--- src/rtl/l2_refill_responder_if.sv ---
// Bus bundle between the per-thread L1 refill requesters, the L2 refill
// responder and the backing memory.
//   master : responder view (takes L1 requests and memory responses; drives the
//            memory request, the shared L2 response bus and busy)
//   slave  : environment view (L1 buffers + memory), directions mirrored
// Signals:
//   br_req / req_refill / req_spec  per-thread level requests
//   req_addr                        per-thread fetch address, thread i at [i*WIDTH +: WIDTH]
//   mem_req / mem_addr / mem_ready  memory read request handshake
//   mem_rsp_valid / mem_rsp_line    memory read data (1-cycle pulse)
//   l2addr / l2_tid / l2_line / l2_valid_rsp  shared broadcast response bus
//   busy                            responder not idle
interface l2_refill_responder_if #(
   parameter int unsigned NTHREADS   = 4,
   parameter int unsigned TID_BITS   = 2,
   parameter int unsigned WIDTH      = 32,
   parameter int unsigned LINE_WORDS = 4
);
   logic [NTHREADS-1:0]         br_req;
   logic [NTHREADS-1:0]         req_refill;
   logic [NTHREADS-1:0]         req_spec;
   logic [NTHREADS*WIDTH-1:0]   req_addr;
   logic                        mem_req;
   logic [WIDTH-1:0]            mem_addr;
   logic                        mem_ready;
   logic                        mem_rsp_valid;
   logic [LINE_WORDS*WIDTH-1:0] mem_rsp_line;
   logic [WIDTH-1:0]            l2addr;
   logic [TID_BITS-1:0]         l2_tid;
   logic [LINE_WORDS*WIDTH-1:0] l2_line;
   logic                        l2_valid_rsp;
   logic                        busy;

   modport master (
      input  br_req, req_refill, req_spec, req_addr, mem_ready, mem_rsp_valid, mem_rsp_line,
      output mem_req, mem_addr, l2addr, l2_tid, l2_line, l2_valid_rsp, busy
   );

   modport slave (
      output br_req, req_refill, req_spec, req_addr, mem_ready, mem_rsp_valid, mem_rsp_line,
      input  mem_req, mem_addr, l2addr, l2_tid, l2_line, l2_valid_rsp, busy
   );
endinterface

--- src/rtl/l2_refill_responder.sv ---
// L2 refill responder: arbitrates round-robin among per-thread branch, refill
// and next-line speculative requests, issues one line read at a time to memory
// and broadcasts the returned line with its aligned address and thread ID.
// Ports:
//   clock  clock
//   reset  synchronous, active-high reset
//   bus    l2_refill_responder_if.master (L1 requests, memory handshake, L2 response bus)
module l2_refill_responder #(
   parameter int unsigned NTHREADS   = 4,
   parameter int unsigned TID_BITS   = 2,
   parameter int unsigned WIDTH      = 32,
   parameter int unsigned LINE_WORDS = 4
) (
   input  logic                  clock,
   input  logic                  reset,
   l2_refill_responder_if.master bus
);

   typedef enum logic [1:0] {StIdle, StIssue, StWait, StResp} state_e;

   state_e                      state_q, state_d;
   logic [TID_BITS-1:0]         ptr_q, ptr_d;
   logic [TID_BITS-1:0]         tid_q, tid_d;
   logic [WIDTH-1:0]            tgt_q, tgt_d;
   logic                        spec_q, spec_d;
   logic [NTHREADS-1:0]         ls_valid_q, ls_valid_d;
   logic [WIDTH-1:0]            ls_addr_q [NTHREADS];
   logic [WIDTH-1:0]            ls_addr_d [NTHREADS];

   logic                        mem_req_q, mem_req_d;
   logic [WIDTH-1:0]            mem_addr_q, mem_addr_d;
   logic [WIDTH-1:0]            l2addr_q, l2addr_d;
   logic [TID_BITS-1:0]         l2_tid_q, l2_tid_d;
   logic [LINE_WORDS*WIDTH-1:0] l2_line_q, l2_line_d;
   logic                        l2_valid_q, l2_valid_d;
   logic                        busy_q, busy_d;

   // Per-thread effective request after priority and spec suppression
   logic [NTHREADS-1:0]         elig;
   logic [NTHREADS-1:0]         is_spec;
   logic [WIDTH-1:0]            cand [NTHREADS];

   always_comb begin
      logic [WIDTH-1:0] base;
      base = '0;
      for (int i = 0; i < NTHREADS; i++) begin
         base = bus.req_addr[i*WIDTH +: WIDTH] & ~WIDTH'(15);
         if (bus.br_req[i] || bus.req_refill[i]) begin
            elig[i]    = 1'b1;
            is_spec[i] = 1'b0;
            cand[i]    = base;
         end else if (bus.req_spec[i]) begin
            // Next line wraps naturally at 2^WIDTH
            cand[i]    = base + WIDTH'(16);
            is_spec[i] = 1'b1;
            // Don't refetch the line we already prefetched for this thread
            elig[i]    = !(ls_valid_q[i] && (ls_addr_q[i] == cand[i]));
         end else begin
            elig[i]    = 1'b0;
            is_spec[i] = 1'b0;
            cand[i]    = base;
         end
      end
   end

   // Round-robin pick: first eligible thread at or after the pointer
   logic                found;
   logic [TID_BITS-1:0] win;

   always_comb begin
      int idx;
      idx   = 0;
      found = 1'b0;
      win   = '0;
      for (int k = 0; k < NTHREADS; k++) begin
         idx = (int'(ptr_q) + k) % NTHREADS;
         if (!found && elig[idx]) begin
            found = 1'b1;
            win   = TID_BITS'(idx);
         end
      end
   end

   always_comb begin
      state_d    = state_q;
      ptr_d      = ptr_q;
      tid_d      = tid_q;
      tgt_d      = tgt_q;
      spec_d     = spec_q;
      ls_valid_d = ls_valid_q;
      ls_addr_d  = ls_addr_q;
      mem_req_d  = mem_req_q;
      mem_addr_d = mem_addr_q;
      l2addr_d   = l2addr_q;
      l2_tid_d   = l2_tid_q;
      l2_line_d  = l2_line_q;
      l2_valid_d = 1'b0;

      unique case (state_q)
         StIdle: begin
            if (found) begin
               tid_d      = win;
               tgt_d      = cand[win];
               spec_d     = is_spec[win];
               ptr_d      = (win == TID_BITS'(NTHREADS - 1)) ? '0 : win + TID_BITS'(1);
               mem_req_d  = 1'b1;
               mem_addr_d = cand[win];
               state_d    = StIssue;
            end
         end
         StIssue: begin
            if (bus.mem_ready) begin
               mem_req_d = 1'b0;
               state_d   = StWait;
            end
         end
         StWait: begin
            if (bus.mem_rsp_valid) begin
               l2_line_d  = bus.mem_rsp_line;
               l2addr_d   = tgt_q;
               l2_tid_d   = tid_q;
               l2_valid_d = 1'b1;
               state_d    = StResp;
            end
         end
         StResp: begin
            // A demand fetch invalidates any remembered prefetch for the thread
            ls_valid_d[tid_q] = spec_q;
            if (spec_q) begin
               ls_addr_d[tid_q] = tgt_q;
            end
            state_d = StIdle;
         end
         default: state_d = StIdle;
      endcase

      busy_d = (state_d != StIdle);
   end

   always_ff @(posedge clock) begin
      if (reset) begin
         state_q    <= StIdle;
         ptr_q      <= '0;
         tid_q      <= '0;
         tgt_q      <= '0;
         spec_q     <= 1'b0;
         ls_valid_q <= '0;
         for (int i = 0; i < NTHREADS; i++) begin
            ls_addr_q[i] <= '0;
         end
         mem_req_q  <= 1'b0;
         mem_addr_q <= '0;
         l2addr_q   <= '0;
         l2_tid_q   <= '0;
         l2_line_q  <= '0;
         l2_valid_q <= 1'b0;
         busy_q     <= 1'b0;
      end else begin
         state_q    <= state_d;
         ptr_q      <= ptr_d;
         tid_q      <= tid_d;
         tgt_q      <= tgt_d;
         spec_q     <= spec_d;
         ls_valid_q <= ls_valid_d;
         for (int i = 0; i < NTHREADS; i++) begin
            ls_addr_q[i] <= ls_addr_d[i];
         end
         mem_req_q  <= mem_req_d;
         mem_addr_q <= mem_addr_d;
         l2addr_q   <= l2addr_d;
         l2_tid_q   <= l2_tid_d;
         l2_line_q  <= l2_line_d;
         l2_valid_q <= l2_valid_d;
         busy_q     <= busy_d;
      end
   end

   assign bus.mem_req      = mem_req_q;
   assign bus.mem_addr     = mem_addr_q;
   assign bus.l2addr       = l2addr_q;
   assign bus.l2_tid       = l2_tid_q;
   assign bus.l2_line      = l2_line_q;
   assign bus.l2_valid_rsp = l2_valid_q;
   assign bus.busy         = busy_q;

endmodule

--- src/flat_wrapper.sv ---
// flat-port wrapper written by rule: the top's interface ports become plain ports
module l2_refill_responder_flat 
#(
   parameter int unsigned NTHREADS   = 4,
   parameter int unsigned TID_BITS   = 2,
   parameter int unsigned WIDTH      = 32,
   parameter int unsigned LINE_WORDS = 4
)
  (clock, reset, bus_br_req, bus_req_refill, bus_req_spec, bus_req_addr, bus_mem_ready, bus_mem_rsp_valid, bus_mem_rsp_line, bus_mem_req, bus_mem_addr, bus_l2addr, bus_l2_tid, bus_l2_line, bus_l2_valid_rsp, bus_busy);
  l2_refill_responder_if #(.NTHREADS(NTHREADS), .TID_BITS(TID_BITS), .WIDTH(WIDTH), .LINE_WORDS(LINE_WORDS)) bus_i ();
  input  logic clock;
  input  logic reset;
  input wire logic [$bits(bus_i.br_req)-1:0] bus_br_req;
  input wire logic [$bits(bus_i.req_refill)-1:0] bus_req_refill;
  input wire logic [$bits(bus_i.req_spec)-1:0] bus_req_spec;
  input wire logic [$bits(bus_i.req_addr)-1:0] bus_req_addr;
  input wire logic [$bits(bus_i.mem_ready)-1:0] bus_mem_ready;
  input wire logic [$bits(bus_i.mem_rsp_valid)-1:0] bus_mem_rsp_valid;
  input wire logic [$bits(bus_i.mem_rsp_line)-1:0] bus_mem_rsp_line;
  output wire logic [$bits(bus_i.mem_req)-1:0] bus_mem_req;
  output wire logic [$bits(bus_i.mem_addr)-1:0] bus_mem_addr;
  output wire logic [$bits(bus_i.l2addr)-1:0] bus_l2addr;
  output wire logic [$bits(bus_i.l2_tid)-1:0] bus_l2_tid;
  output wire logic [$bits(bus_i.l2_line)-1:0] bus_l2_line;
  output wire logic [$bits(bus_i.l2_valid_rsp)-1:0] bus_l2_valid_rsp;
  output wire logic [$bits(bus_i.busy)-1:0] bus_busy;
  assign bus_i.br_req = bus_br_req;
  assign bus_i.req_refill = bus_req_refill;
  assign bus_i.req_spec = bus_req_spec;
  assign bus_i.req_addr = bus_req_addr;
  assign bus_i.mem_ready = bus_mem_ready;
  assign bus_i.mem_rsp_valid = bus_mem_rsp_valid;
  assign bus_i.mem_rsp_line = bus_mem_rsp_line;
  assign bus_mem_req = bus_i.mem_req;
  assign bus_mem_addr = bus_i.mem_addr;
  assign bus_l2addr = bus_i.l2addr;
  assign bus_l2_tid = bus_i.l2_tid;
  assign bus_l2_line = bus_i.l2_line;
  assign bus_l2_valid_rsp = bus_i.l2_valid_rsp;
  assign bus_busy = bus_i.busy;
  l2_refill_responder #(.NTHREADS(NTHREADS), .TID_BITS(TID_BITS), .WIDTH(WIDTH), .LINE_WORDS(LINE_WORDS)) u_core (.clock(clock), .reset(reset), .bus(bus_i));
endmodule
--- config.mk ---
export PLATFORM = sky130hd
export DESIGN_NAME = l2_refill_responder_flat
export DESIGN_NICKNAME = d
export VERILOG_FILES = /design/src/rtl/l2_refill_responder_if.sv /design/src/rtl/l2_refill_responder.sv /design/src/flat_wrapper.sv
export SDC_FILE = /design/constraint.sdc
export NUM_CORES = 1
export LEC_CHECK = 0
export ABC_AREA = 1
export CAP_MARGIN = 20
export CORE_MARGIN = 2
export CORE_UTILIZATION = 35
export DETAILED_ROUTE_END_ITERATION = 8
export SYNTH_ARGS = -nofsm -noshare
export SYNTH_HDL_FRONTEND = slang
export SYNTH_SLANG_ARGS = --single-unit
--- constraint.sdc ---
create_clock -name clock -period 4.7 [get_ports clock]
set_input_delay 0.94 -clock clock [delete_from_list [all_inputs] [get_ports clock]]
set_output_delay 0.94 -clock clock [all_outputs]
set_load 0.02 [all_outputs]
# After elaboration in Yosys (flattened, before gate mapping)
# Index checks and enable logic that the tools add are counted.
[totals]
regBits = 336
inputBits = 272
word_cells = 135
out_inout_bits = 197
[classes]
bitwise_logic = 3
eq_ne = 10
muxes = 60
addsub = 8
reduce_logical = 28
order_cmp = 10
[op_table]
columns = ["cell", "count"]
rows = [
  ["32-bit 2-to-1 mux", 11],
  ["32-bit by 5-bit adder with 32-bit output (second input constant)", 4],
  ["128-bit bitwise mux", 1],
  ["32-bit == test", 4],
  ["32-bit binary-select mux with 2-bit select", 1],
  ["32-bit demux with 2-bit select", 1],
  ["1-bit 2-to-1 mux", 29],
  ["2-bit by 3-bit less-than comparator with 1-bit output (second input constant)", 6],
  ["2-bit 2-to-1 mux", 8],
  ["1-bit binary-select mux with 2-bit select", 5],
  ["1-bit logical AND", 9],
  ["2-bit case mux with 4 select lines", 1],
  ["1-bit logical NOT", 7],
  ["2-bit == test (second input constant)", 3],
  ["3-bit greater-or-equal comparator (second input constant)", 2],
  ["2-bit NOT with 3-bit output", 2],
  ["2-bit AND reduction", 3],
  ["2-bit by 1-bit adder with 2-bit output (second input constant)", 2],
  ["2-bit adder (second input constant)", 2],
  ["4-bit bitwise mux", 1],
  ["1-bit logical OR", 4],
  ["2-bit nonzero test", 2],
  ["3-bit by 1-bit less-than comparator with 1-bit output (second input constant)", 1],
  ["3-bit AND reduction", 1],
  ["9 further kinds", 9],
]

# Depth between registers and ports, before layout
# Gate-level depths: netlist of run 1.
[depth]
word_depth = 22
depth_mapped = 30
mapped_depth_nobuf = 29

# Least setup slack after synthesis of run 1
# No wires, ideal clock.
[synth_path]
kind = "input port to flip-flop"
start = "in bus_req_addr[100]"
end = "reg u_core.ptr_q[1]"
cell_stages = 27
setup_ns = 0.119
n_path_buf = 1
arrival_time_ns = 3.507
t_required_ns = 4.581
path_slack_ns = 1.073
cell_sequence = "ha_1 -> nand2_1 -> nor2_2 -> nand2_1 -> nor2_1 -> nand2_1 -> nand2_1 -> nand2_1 -> nand2_1 -> nand2_1 -> nor2_1 -> nand2_1 -> nor2_1 -> nand3_1 -> nand2_1 -> nand3_1 -> nand3_1 -> nand2_2 -> nor2_4 -> nand3_2 -> nand2_4 -> nand2_2 -> buf_4 -> inv_2 -> ha_1 -> o21ai_0 -> a21oi_1"
[synth_between]
elab_chain_cells = 20
word_cells_on_any_way = 32
[synth_lines]
columns = ["item", "line", "rtl"]
rows = [
  ["from (decl)", "flat_wrapper.sv:16", "input wire logic [$bits(bus_i.req_addr)-1:0] bus_req_addr;"],
  ["32-bit by 5-bit adder with 32-bit output *", "l2_refill_responder.sv:54", "cand[i] = base + WIDTH'(16);"],
  ["32-bit == test *", "l2_refill_responder.sv:57", "elig[i] = !(ls_valid_q[i] && (ls_addr_q[i] == cand[i]));"],
  ["1-bit logical AND *", "l2_refill_responder.sv:57", ""],
  ["1-bit logical NOT *", "l2_refill_responder.sv:57", ""],
  ["1-bit 2-to-1 mux *", "l2_refill_responder.sv:52", "end else if (bus.req_spec[i]) begin"],
  ["1-bit 2-to-1 mux *", "l2_refill_responder.sv:48", "if (bus.br_req[i] || bus.req_refill[i]) begin"],
  ["1-bit binary-select mux with 2-bit select", "l2_refill_responder.sv:77", "if (!found && elig[idx]) begin"],
  ["1-bit 2-to-1 mux (not written as such)", "l2_refill_responder.sv:77", ""],
  ["[... 5 more ...]", "n/a", ""],
  ["1-bit logical AND", "l2_refill_responder.sv:77", ""],
  ["1-bit 2-to-1 mux", "l2_refill_responder.sv:77", ""],
  ["1-bit logical NOT", "l2_refill_responder.sv:77", ""],
  ["1-bit logical AND", "l2_refill_responder.sv:77", ""],
  ["2-bit 2-to-1 mux *", "l2_refill_responder.sv:77", ""],
  ["named net u_core.win[0]", "l2_refill_responder.sv:68", "logic [TID_BITS-1:0] win;"],
  ["2-bit by 1-bit adder with 2-bit output or 2-bit == test (tied branches)", "l2_refill_responder.sv:105", "ptr_d = (win == TID_BITS'(NTHREADS - 1)) ? '0 : win + TID_BITS'(1);"],
  ["2-bit 2-to-1 mux *", "l2_refill_responder.sv:105", ""],
  ["to (signal assigned)", "l2_refill_responder.sv:160", "ptr_q <= ptr_d;"],
  ["to (decl)", "l2_refill_responder.sv:22", "logic [TID_BITS-1:0] ptr_q, ptr_d;"],
]
# The timed path passes the listed nets; every way through them passes the cells marked *. The select of a mux whose other input is x is not followed.
# A chain may end at the register's enable or synchronous reset.

# Worst setup path after layout of run 1
[layout_path]
start = "in bus_req_addr[100]"
end = "reg u_core.mem_addr_q[31], in the netlist u_core.bus.mem_addr[31]"
[layout_between]
elab_chain_cells = 22
word_cells_on_any_way = 35
[layout_lines]
columns = ["item", "line", "rtl"]
rows = [
  ["32-bit by 5-bit adder with 32-bit output *", "l2_refill_responder.sv:54", ""],
  ["32-bit == test", "l2_refill_responder.sv:57", ""],
  ["1-bit logical AND", "l2_refill_responder.sv:57", ""],
  ["1-bit logical NOT", "l2_refill_responder.sv:57", ""],
  ["1-bit 2-to-1 mux", "l2_refill_responder.sv:52", ""],
  ["1-bit 2-to-1 mux", "l2_refill_responder.sv:48", ""],
  ["1-bit binary-select mux with 2-bit select", "l2_refill_responder.sv:77", ""],
  ["1-bit 2-to-1 mux (not written as such)", "l2_refill_responder.sv:77", ""],
  ["[... 5 more ...]", "n/a", ""],
  ["1-bit logical AND", "l2_refill_responder.sv:77", ""],
  ["1-bit 2-to-1 mux", "l2_refill_responder.sv:77", ""],
  ["1-bit logical NOT", "l2_refill_responder.sv:77", ""],
  ["1-bit logical AND", "l2_refill_responder.sv:77", ""],
  ["2-bit 2-to-1 mux", "l2_refill_responder.sv:77", ""],
  ["2-bit NOT with 3-bit output (not written as such)", "l2_refill_responder.sv:107", "mem_addr_d = cand[win];"],
  ["32-bit binary-select mux with 2-bit select", "l2_refill_responder.sv:107", ""],
  ["32-bit 2-to-1 mux (not written as such) (2 in series)", "l2_refill_responder.sv:107", ""],
  ["to (signal assigned)", "l2_refill_responder.sv:169", "mem_addr_q <= mem_addr_d;"],
  ["to (decl)", "l2_refill_responder.sv:31", "logic [WIDTH-1:0] mem_addr_q, mem_addr_d;"],
]
# Mark *: on every way between the ends. The rest lies on a longest branch, timed or not. The select of a mux whose other input is x is not followed.

==> results of run 1 <==
-- cells by family (layout without fill, tap and decap cells) --
kind of cell               after synthesis  count (layout)  synth area share
DFF                                    312             312             0.335
muxes                                    3               3           0.00161
and+or+nand+nor                       1680            1680             0.379
buffers and inverters                  453             996            0.0959
xor gates and xnor gates                33              33            0.0229
adders and majority gates                5               5           0.00335
other                                    1               9          0.000201
AOI/OAI and AO/OA                      596             596             0.163
-- worst max-delay path, stage by stage --
cell	delay [ns]
clkdlybuf4s50_1	0.57
buf_4	0.18
nand3_1	0.17
nor2_2	0.16
nand2_1	0.14
nor2_1	0.17
nand2_1	0.09
nand2_1	0.09
nand2_1	0.05
a21oi_1	0.17
nand2_1	0.07
nor2_1	0.20
nand3_1	0.13
nand2_1	0.15
nand3_1	0.15
nand3_1	0.15
nand2_1	0.10
nor2_4	0.10
nand3_2	0.12
buf_4	0.17
o21ai_2	0.19
buf_12	0.20
nand3_1	0.21
nand3_1	0.18
nand2_1	0.07
inv_1	0.05
-- how the worst max path moves through the flow --
stage	startpoint	endpoint	slack, ns	cells past startpoint
5_1_grt	bus_req_addr[69]	u_core.bus.mem_addr[23]$_SDFFE_PP0P_	0.007	29
4_1_cts	bus_req_addr[100]	u_core.bus.mem_addr[16]$_SDFFE_PP0P_	0.33	26
3_3_place_gp	bus_req_addr[100]	u_core.bus.mem_addr[31]$_SDFFE_PP0P_	-0.22	26
2_1_floorplan	bus_req_addr[100]	u_core.ptr_q[1]$_SDFFE_PP0P_	1.07	27
6_report	bus_req_addr[100]	u_core.bus.mem_addr[31]$_SDFFE_PP0P_	0.24	26
3_5_place_dp	bus_req_addr[100]	u_core.bus.mem_addr[31]$_SDFFE_PP0P_	-0.25	26
-- placed cells by master (no fill, tap or decap), types with 17 or more instances in the layout --
cell type / count
nand3b_1: 27
dfxtp_1: 312
nand2_1: 1029
xor2_1: 18
inv_1: 284
a21oi_1: 314
buf_4: 172
o21ai_0: 255
nand3_1: 350
nor2_1: 201
clkdlybuf4s50_1: 443
clkbuf_16: 39
buf_12: 17
-- report_power, final --
| group | switching, uW | total [uW] | internal, uW |
|---|---|---|---|
| Combinational | 2600 | 4020 | 1420 |
| Sequential | 166 | 2990 | 2830 |
| Clock | 1240 | 2990 | 1750 |
-- flip-flops by register name, indices dropped and copies added, names as in the netlist --
register	flops
u_core.bus.l2_tid	2
u_core.bus.l2addr	28
u_core.tid_q	2
u_core.bus.mem_req	1
u_core.bus.l2_valid_rsp	1
u_core.state_q	2
u_core.bus.mem_addr	28
u_core.bus.l2_line	128
u_core.spec_q	1
u_core.ls_valid_q	4
u_core.bus.busy	1
u_core.ls_addr_q	112
u_core.ptr_q	2
-- stage by stage --
| stage | total power [uW] | utilization | hold WS [ns] | TNS [ns] | instance area, um2 |
|---|---|---|---|---|---|
| after global placement | 6980 | 0.474 | 0.451 | -5.07 | 24900 |
| after CTS | 9980 | 0.497 | 0.463 | 0 | 26200 |
| after floorplan | 4920 | - | 0.450 | 0 | 18700 |
| after global routing | 10400 | 0.499 | 0.478 | 0 | 26300 |
| final | 10000 | 0.499 | 0.462 | 0 | 26300 |
| after detailed placement | 6970 | 0.474 | 0.456 | -5.70 | 24900 |
-- per-layer routing --
metal,track usage,vias up
met5,0,-
met4,0.130,2
met3,0.0648,161
met2,0.490,713
met1,0.325,9754
li1,-,11000
-- what timing repair did --
action	4_1_cts	5_1_grt
setup endpoints to repair	0	17
gates resized for setup	0	7
hold buffers	0	0
-- layout make-up --
| cell class | instances | share of cell area |
|---|---|---|
| antenna | 1 | 0.0000952 |
| multi-input combinational | 2325 | 0.408 |
| clock inverter | 14 | 0.00614 |
| clock buffer | 51 | 0.0415 |
| tap | 688 | 0.0328 |
| timing repair buffer | 632 | 0.231 |
| inverter | 299 | 0.0429 |
| sequential | 312 | 0.238 |
==> results by stage, run 1 <==
Yosys:
- Yosys attributes the largest share of cell area to dfxtp_1 33%, nand2_1 21%, nand3_1 9.5%, a21oi_1 8.4%, o21ai_0 6.8%.
- The synthesized design contains 312 register bits.
- Yosys mapped the design onto 38 distinct sky130hd cell types.
- For this run, the leading register cell type out of synthesis is dfxtp_1.
- nand2_1 is the most common cell in the netlist.
- The share of the Yosys chip area taken by registers is 0.335.
- The post-synthesis cell area is 18,700 um2.
- Ranked by instance count, the synthesized netlist is headed by 1,030 x nand2_1, 354 x nand3_1, 314 x a21oi_1, 312 x dfxtp_1, 285 x inv_1.
- The number of cells produced by synthesis is 3,083.
- dfxtp_1 takes more of the synthesized area than any other cell.
- The share of synthesized area in the top cell type comes to 0.335.
- The number of synthesis warnings is 0.
- The synthesized area per cell is 6.05 um2.
- The synthesized design contains 0 enable-type register cells.
- For this run, asynchronously set or reset flops after synthesis account for 0.

Timing:
- The time the worst path needs with I/O delays and setup is 4.46 ns.
- The max-slew violation count is 0.
- Setup repair after global routing left no endpoint under its margin.
- The hold violation total from the final report came to 0.
- The pin slew with the least headroom to its limit is 0.950 ns.
- The smallest setup slack after layout is 0.239 ns.
- The timing-limited maximum frequency is 224 MHz.
- Headroom to the max-slew limit came out at 0.366.
- In the finished design, the share of the clock period the worst path needs comes to 0.949.
- The clock arrives with 0.0259 ns of skew.
- Setup violations remaining at the end of the flow were counted as 0.

Global route:
- Entering global routing, the biggest net connects 89 pins.
- After global routing the overflow that remains totals 0.
- The overall fraction of global-route tracks in use is 0.281.
- The via count of the first global-routing pass is 20,400.
- The first global-routing pass estimated 119,000 um of wire.
- The number of antenna violations at the first check in global routing is 4.

Route:
- The amount of wire on met3 after detailed routing is 5920 um.
- In the routed design, unresolved DRC markers number 0.
- The overall routed net length is 79,800 um.
- The total number of vias is 21,600.
- The highest signal layer in the routed design is met5.
- After detailed routing, the number of vias per cell comes to 5.00.
- The number of routed nets with antenna violations is 0.
- The first-pass detailed-route iteration total is 5.
- In this run, the number of DRC markers left after iteration 0 of detailed routing was 1,513.
- The routed wire length per instance is 18.5 um.
- Summed over all nets, wire length on met2 after detailed routing comes to 38,500 um.
- The routed metal-1 wire length is 31,600 um.

Placed design:
- Once placement completed, the tool counted placed cells totaling 4,253.
- Summed over all nets, the half-perimeter wirelength after detailed placement is 60,400 um.
- Routability-driven placement finished with a final weighted congestion of 0.942.
- At the placement stage, the worst setup path has a slack of -0.253 ns.
- The number of port buffers is 444.

Die:
- The die area is 55,200 um2.
- 469 I/O pins were placed.
- The horizontal extent of the die is 235 um.
- Measured along the y axis, the die boundary spans 235 um.
- The starting utilization of the core area is 0.354.
- After floorplanning, the core was divided into 84 placement rows.
- The area of the core region is 52,700 um2.

Layout:
- The fraction of layout instances using a drive strength above 1 is 0.0862.
- The number of non-filler instances in the completed layout is 4,322.
- The sequential cells in the finished layout cover a total of 6250 um2.
- The synthesis-to-layout area growth is 40.8%.
- The number of filler instances in the final layout is 5,477.
- At the end of the flow, the number of nets in the layout was 3,885.
- In the final layout, the multi-input gates occupy 10,700 um2.

Clocking:
- The H-tree generated during clock tree synthesis spans 2 levels.
- CTS saw 312 sinks.
- The number of CTS-inserted buffers is 38.
- The CTS tree is done.
- The clock passes through at most 3 buffers.
- The insertion delay of the later-clocked pin in the worst-skew pair is 0.57 ns.
- The number of buffers added for setup after CTS is 0.
- The CTS root buffer is clkbuf_16.
- After clock tree synthesis, the clock-pin slew on the worst setup and hold paths is 0.06 ns.

Setup path:
- The required time at the worst-slack endpoint is 5.22 ns.
- Counting cells, the worst reg-to-reg path comes to 23.
- The sort of element at the end of the critical path is a flip-flop.
- The worst setup path is launched from an input port.
- The terminus of the critical flop-to-flop path is u_core.bus.mem_addr[31]$_SDFFE_PP0P_.
- The data arrival at the endpoint of the critical path is 4.98 ns.
- The launching point of the worst reg2reg path is u_core.ls_valid_q[2]$_SDFFE_PP0P_.
- The largest fanout of any net on the critical path is 24.
- The setup path with the least slack is of type in2reg.
- The worst-case register-to-register setup slack is 1.39 ns.

Worst hold path:
- The cell count of the worst hold path is 2.
- The type of the most critical hold path is reg2reg.
- In this run the most critical hold path is launched from u_core.bus.l2_line[99]$_SDFFE_PP0P_.
- The worst hold endpoint is u_core.bus.l2_line[99]$_SDFFE_PP0P_.

Power and ir drop:
- The peak supply drop is 0.000302 V.
- Dividing total power by cell area gives a power density of 381 nW/um2.
- The leakage power total is 0.0112 uW.

Flow run:
- The max-cap check violation count is 0.

Outcome:
- The run finished with clean final reports.
Note: power is estimated with default switching activity, not from simulation.
==> run 2: changes to the inputs <==
--- a/config.mk
+++ b/config.mk
@@ -13,3 +13,4 @@
 export SYNTH_ARGS = -nofsm -noshare
 export SYNTH_HDL_FRONTEND = slang
 export SYNTH_SLANG_ARGS = --single-unit
+export TNS_END_PERCENT = 30
==> results of run 2 <==
Same layout as run 1: the final DEF is identical, and so are final timing and power.
==> run 3: changes to the inputs <==
--- a/config.mk
+++ b/config.mk
@@ -7,7 +7,7 @@
 export LEC_CHECK = 0
 export ABC_AREA = 1
 export CAP_MARGIN = 20
-export CORE_MARGIN = 2
+export CORE_MARGIN = 3
 export CORE_UTILIZATION = 35
 export DETAILED_ROUTE_END_ITERATION = 8
 export SYNTH_ARGS = -nofsm -noshare
==> run 3 against run 2 <==
Net effect:
- combinational power shrank 2%
- flip-flop and latch count is the same
- power shrank 0.76%
- clock skew grew 0.0068 ns
- clock power is essentially flat
- core utilization is essentially flat
- worst setup slack gained 0.047 ns
- worst hold slack gained 0.00057 ns
==> results by stage, run 3 (synthesized netlist as in run 1, its figures left out) <==
Setup path:
- The logic depth of the worst register-to-register path is 24.
- The data arrival at the endpoint of the critical path is 4.93 ns.
- For the worst setup path, the data required time is 5.22 ns.
- Setup slack on the worst reg-to-reg path comes out at 1.39 ns.
- STA classifies the critical path startpoint as an input port.
- The type of the setup path with the least slack is in2reg.
- The endpoint identified for the worst register-to-register timing path is u_core.bus.mem_addr[20]$_SDFFE_PP0P_.
- In this run the worst path has a maximum fanout of 17.
- In this run the critical register-to-register path is launched from u_core.ls_valid_q[3]$_SDFFE_PP0P_.
- The sort of element at the end of the critical path is a flip-flop.

Timing:
- The smallest setup slack after layout is 0.286 ns.
- The routed design could run at a clock period as short as 4.41 ns.
- Of the available clock period, the critical path in the final layout requires 0.939.
- The pin slew with the least headroom to its limit is 1.15 ns.
- The final worst clock skew is 0.0327 ns.
- The final-layout worst hold slack is 0.463 ns.
- The hold violation total from the final report was 0.
- The max-slew violation count came to 0.
- The count of endpoints failing setup in the final report is 0.
- In this run the tightest slew margin relative to its limit is 0.232.
- Derived from the worst setup path, the maximum achievable clock frequency is 227 MHz.
- Setup repair after global routing left no endpoint under its margin.

Route:
- After detailed routing, the average wire length per cell comes to 19.7 um.
- For this run, design rule violations remaining after detail routing come to 0.
- The routed via count divided by cell count is 5.17.
- Summing over every cut layer, the via total after detailed routing is 22,200.
- In this run the remaining antenna-violating nets after routing total 0.
- The pre-antenna-repair detailed-routing pass consisted of 5 iterations.
- The initial DRC count is 1,622.
- For this block, the routed nets add up to 84,300 um of wire.

Clocking:
- The post-cts repair resize count is 0.
- Buffers added to address setup during post-CTS repair amount to 0.
- The CTS tree is done.
- Buffers inserted during clock tree synthesis total 39.
- The CTS root buffer is clkbuf_16.
- The number of hold buffers added after cts is 0.
- The H-tree depth reported by CTS is 2.
- The longest clock path from root to sink contains 3 buffers.
- The total number of clock tree sinks is 312.
- The insertion delay of the later-clocked pin in the worst-skew pair is 0.57 ns.
- The clock transition at the register clock pins on the worst setup and hold paths after CTS is 0.05 ns.

Die:
- The floorplan step defined a core boundary enclosing 52,000 um2.
- The floorplan step defined a die boundary enclosing 56,100 um2.
- The initial utilization of the core area, before any placement, comes to 0.359.
- The floorplan row count is 83.
- The die is 237 um wide.
- The height of the die is 237 um.
- During I/O placement, the number of pins put on the boundary was 469.

Layout:
- The library cell used most frequently in the layout, excluding fill and tap cells, is nand2_1.
- The post-route cell area is 26,000 um2.
- Of the cells placed in the final design, the portion with a size suffix greater than 1 is 0.0772.
- The register with the most flip-flops in the layout has 128 of them.
- In the layout the commonest cells are 1,028 x nand2_1, 443 x clkdlybuf4s50_1, 353 x nand3_1, 314 x a21oi_1, 312 x dfxtp_1.
- The number of non-filler instances in the completed layout is 4,284.
- The synthesis-to-layout area growth is 39.1%.
- The final net count is 3,851.
- The number of filler instances in the final layout is 5,306.

Power and ir drop:
- The part of the total power dissipated in sequential elements is 0.301.
- The cell area power density is 383 nW/um2.
- VDD sags by at most 0.000269 V.
- For this design the total switching power over the nets is 4010 uW.
- The power share of the clock group is 0.303.
- The internal power contribution is 5920 uW.
- The share of total power dissipated in combinational logic is 0.396.
- In this run the static leakage power is 0.0110 uW.
- Of the total power, the share spent switching nets is 0.404.

Worst hold path:
- In this run the most critical hold path is launched from u_core.bus.l2_line[27]$_SDFFE_PP0P_.
- The path class of the tightest hold or removal check is reg2reg.
- The worst hold path passes through 2 cells.
- The worst hold path terminates at u_core.bus.l2_line[27]$_SDFFE_PP0P_.

Placed design:
- The placement-stage worst setup slack is -0.231 ns.
- Input and output buffers added on the ports amount to 444.
- Counting tap cells, the placed design contains a total of 4,210 instances.
- After detailed placement, the total cell area comes to 24,600 um2.
- After legalization and detailed placement, the total HPWL measured 64,200 um.
- Routability-driven placement finished with a final weighted congestion of 0.957.

Outcome:
- The flow ran to the end, and the final reports show no timing, DRC or antenna violations.

Global route:
- The remaining global-route overflow is 0.
- The number of antenna violations at the first check in global routing was 6.
- The via count of the first global-routing pass is 21,200.
- Entering global routing, the biggest net connects 99 pins.
- The overall fraction of global-route tracks in use is 0.287.
- The first global-routing pass estimated 124,000 um of wire.

Flow run:
- Across the run, the number of max-cap violations was 0.
-- run 3: cell types whose count changed in the layout (fill, tap and decap cells not counted), sizes merged --
cell and change:
clkbuf +7, bufinv -1, clkinv -4, clkinvlp -1, buf -35, diode +4
-- run 3: per-stage QoR --
step / utilization / total power, uW / TNS, ns
after floorplan: - / 4920 / 0
after global placement: 0.473 / 6860 / -3.37
after detailed placement: 0.473 / 6890 / -5.00
after CTS: 0.497 / 9930 / 0
after global routing: 0.499 / 10400 / 0
final: 0.499 / 9930 / 0
-- run 3: cell type report --
class / instances / area [um2] / share of cell area
multi-input combinational: 2325 / 10700 / 0.413
sequential: 312 / 6250 / 0.241
timing repair buffer: 597 / 5740 / 0.221
clock buffer: 58 / 1170 / 0.0450
inverter: 299 / 1130 / 0.0434
tap: 680 / 851 / 0.0328
clock inverter: 8 / 88.8 / 0.00342
antenna: 5 / 12.5 / 0.000482
-- run 3: worst max path at each step --
| stage | cells after the start | end | slack, ns | from |
|---|---|---|---|---|
| 2_1_floorplan | 27 | u_core.ptr_q[1]$_SDFFE_PP0P_ | 1.07 | bus_req_addr[100] |
| 6_report | 28 | u_core.bus.mem_addr[20]$_SDFFE_PP0P_ | 0.29 | bus_req_addr[100] |
| 3_3_place_gp | 26 | u_core.ptr_q[1]$_SDFFE_PP0P_ | -0.17 | bus_req_addr[100] |
| 5_1_grt | 30 | u_core.bus.mem_addr[20]$_SDFFE_PP0P_ | 0.002 | bus_req_addr[5] |
| 3_5_place_dp | 28 | u_core.ptr_q[1]$_SDFFE_PP0P_ | -0.23 | bus_req_addr[100] |
| 4_1_cts | 28 | u_core.ptr_q[1]$_SDFFE_PP0P_ | 0.35 | bus_req_addr[100] |
-- run 3: layer usage --
metal  wire length [um]  vias up  share of wire  global-route usage
met5                  0        -              0                   0
met4               4460        0          0.053               0.143
met3               7100      179          0.084              0.0751
met2              40200      825           0.48               0.494
met1              32500    10200           0.39               0.330
li1                   -    10900              -                   -
-- run 3: worst max-delay path, cell delays in order --
cell and delay (ns):
clkdlybuf4s50_1 0.56, ha_1 0.20, nand2_1 0.10, nor2_4 0.16, nand2_2 0.12, buf_4 0.16, nor2_1 0.18, nand3_1 0.13
nand3_1 0.11, nand2_1 0.06, inv_1 0.05, nand2_1 0.05, nor2_1 0.14, nand3_1 0.13, nand2_1 0.17, nand3_1 0.14
nand3_1 0.15, nand2_2 0.10, nor2_4 0.12, nand3_2 0.13, nand2_4 0.17, nand2_2 0.11, buf_4 0.21, nand2_1 0.07
nand3_1 0.20, nand3_1 0.16, nand2_1 0.05, inv_1 0.04
-- run 3: power by group through the flow --
stage | logic [uW] | clock network (uW) | registers (uW)
final | 3930 | 3010 | 2990
after global routing | 4180 | 3170 | 3000
after CTS | 3860 | 3070 | 2990
after detailed placement | 3850 | 0 | 3040
after global placement | 3820 | 0 | 3040
after floorplan | 1760 | 0 | 3150
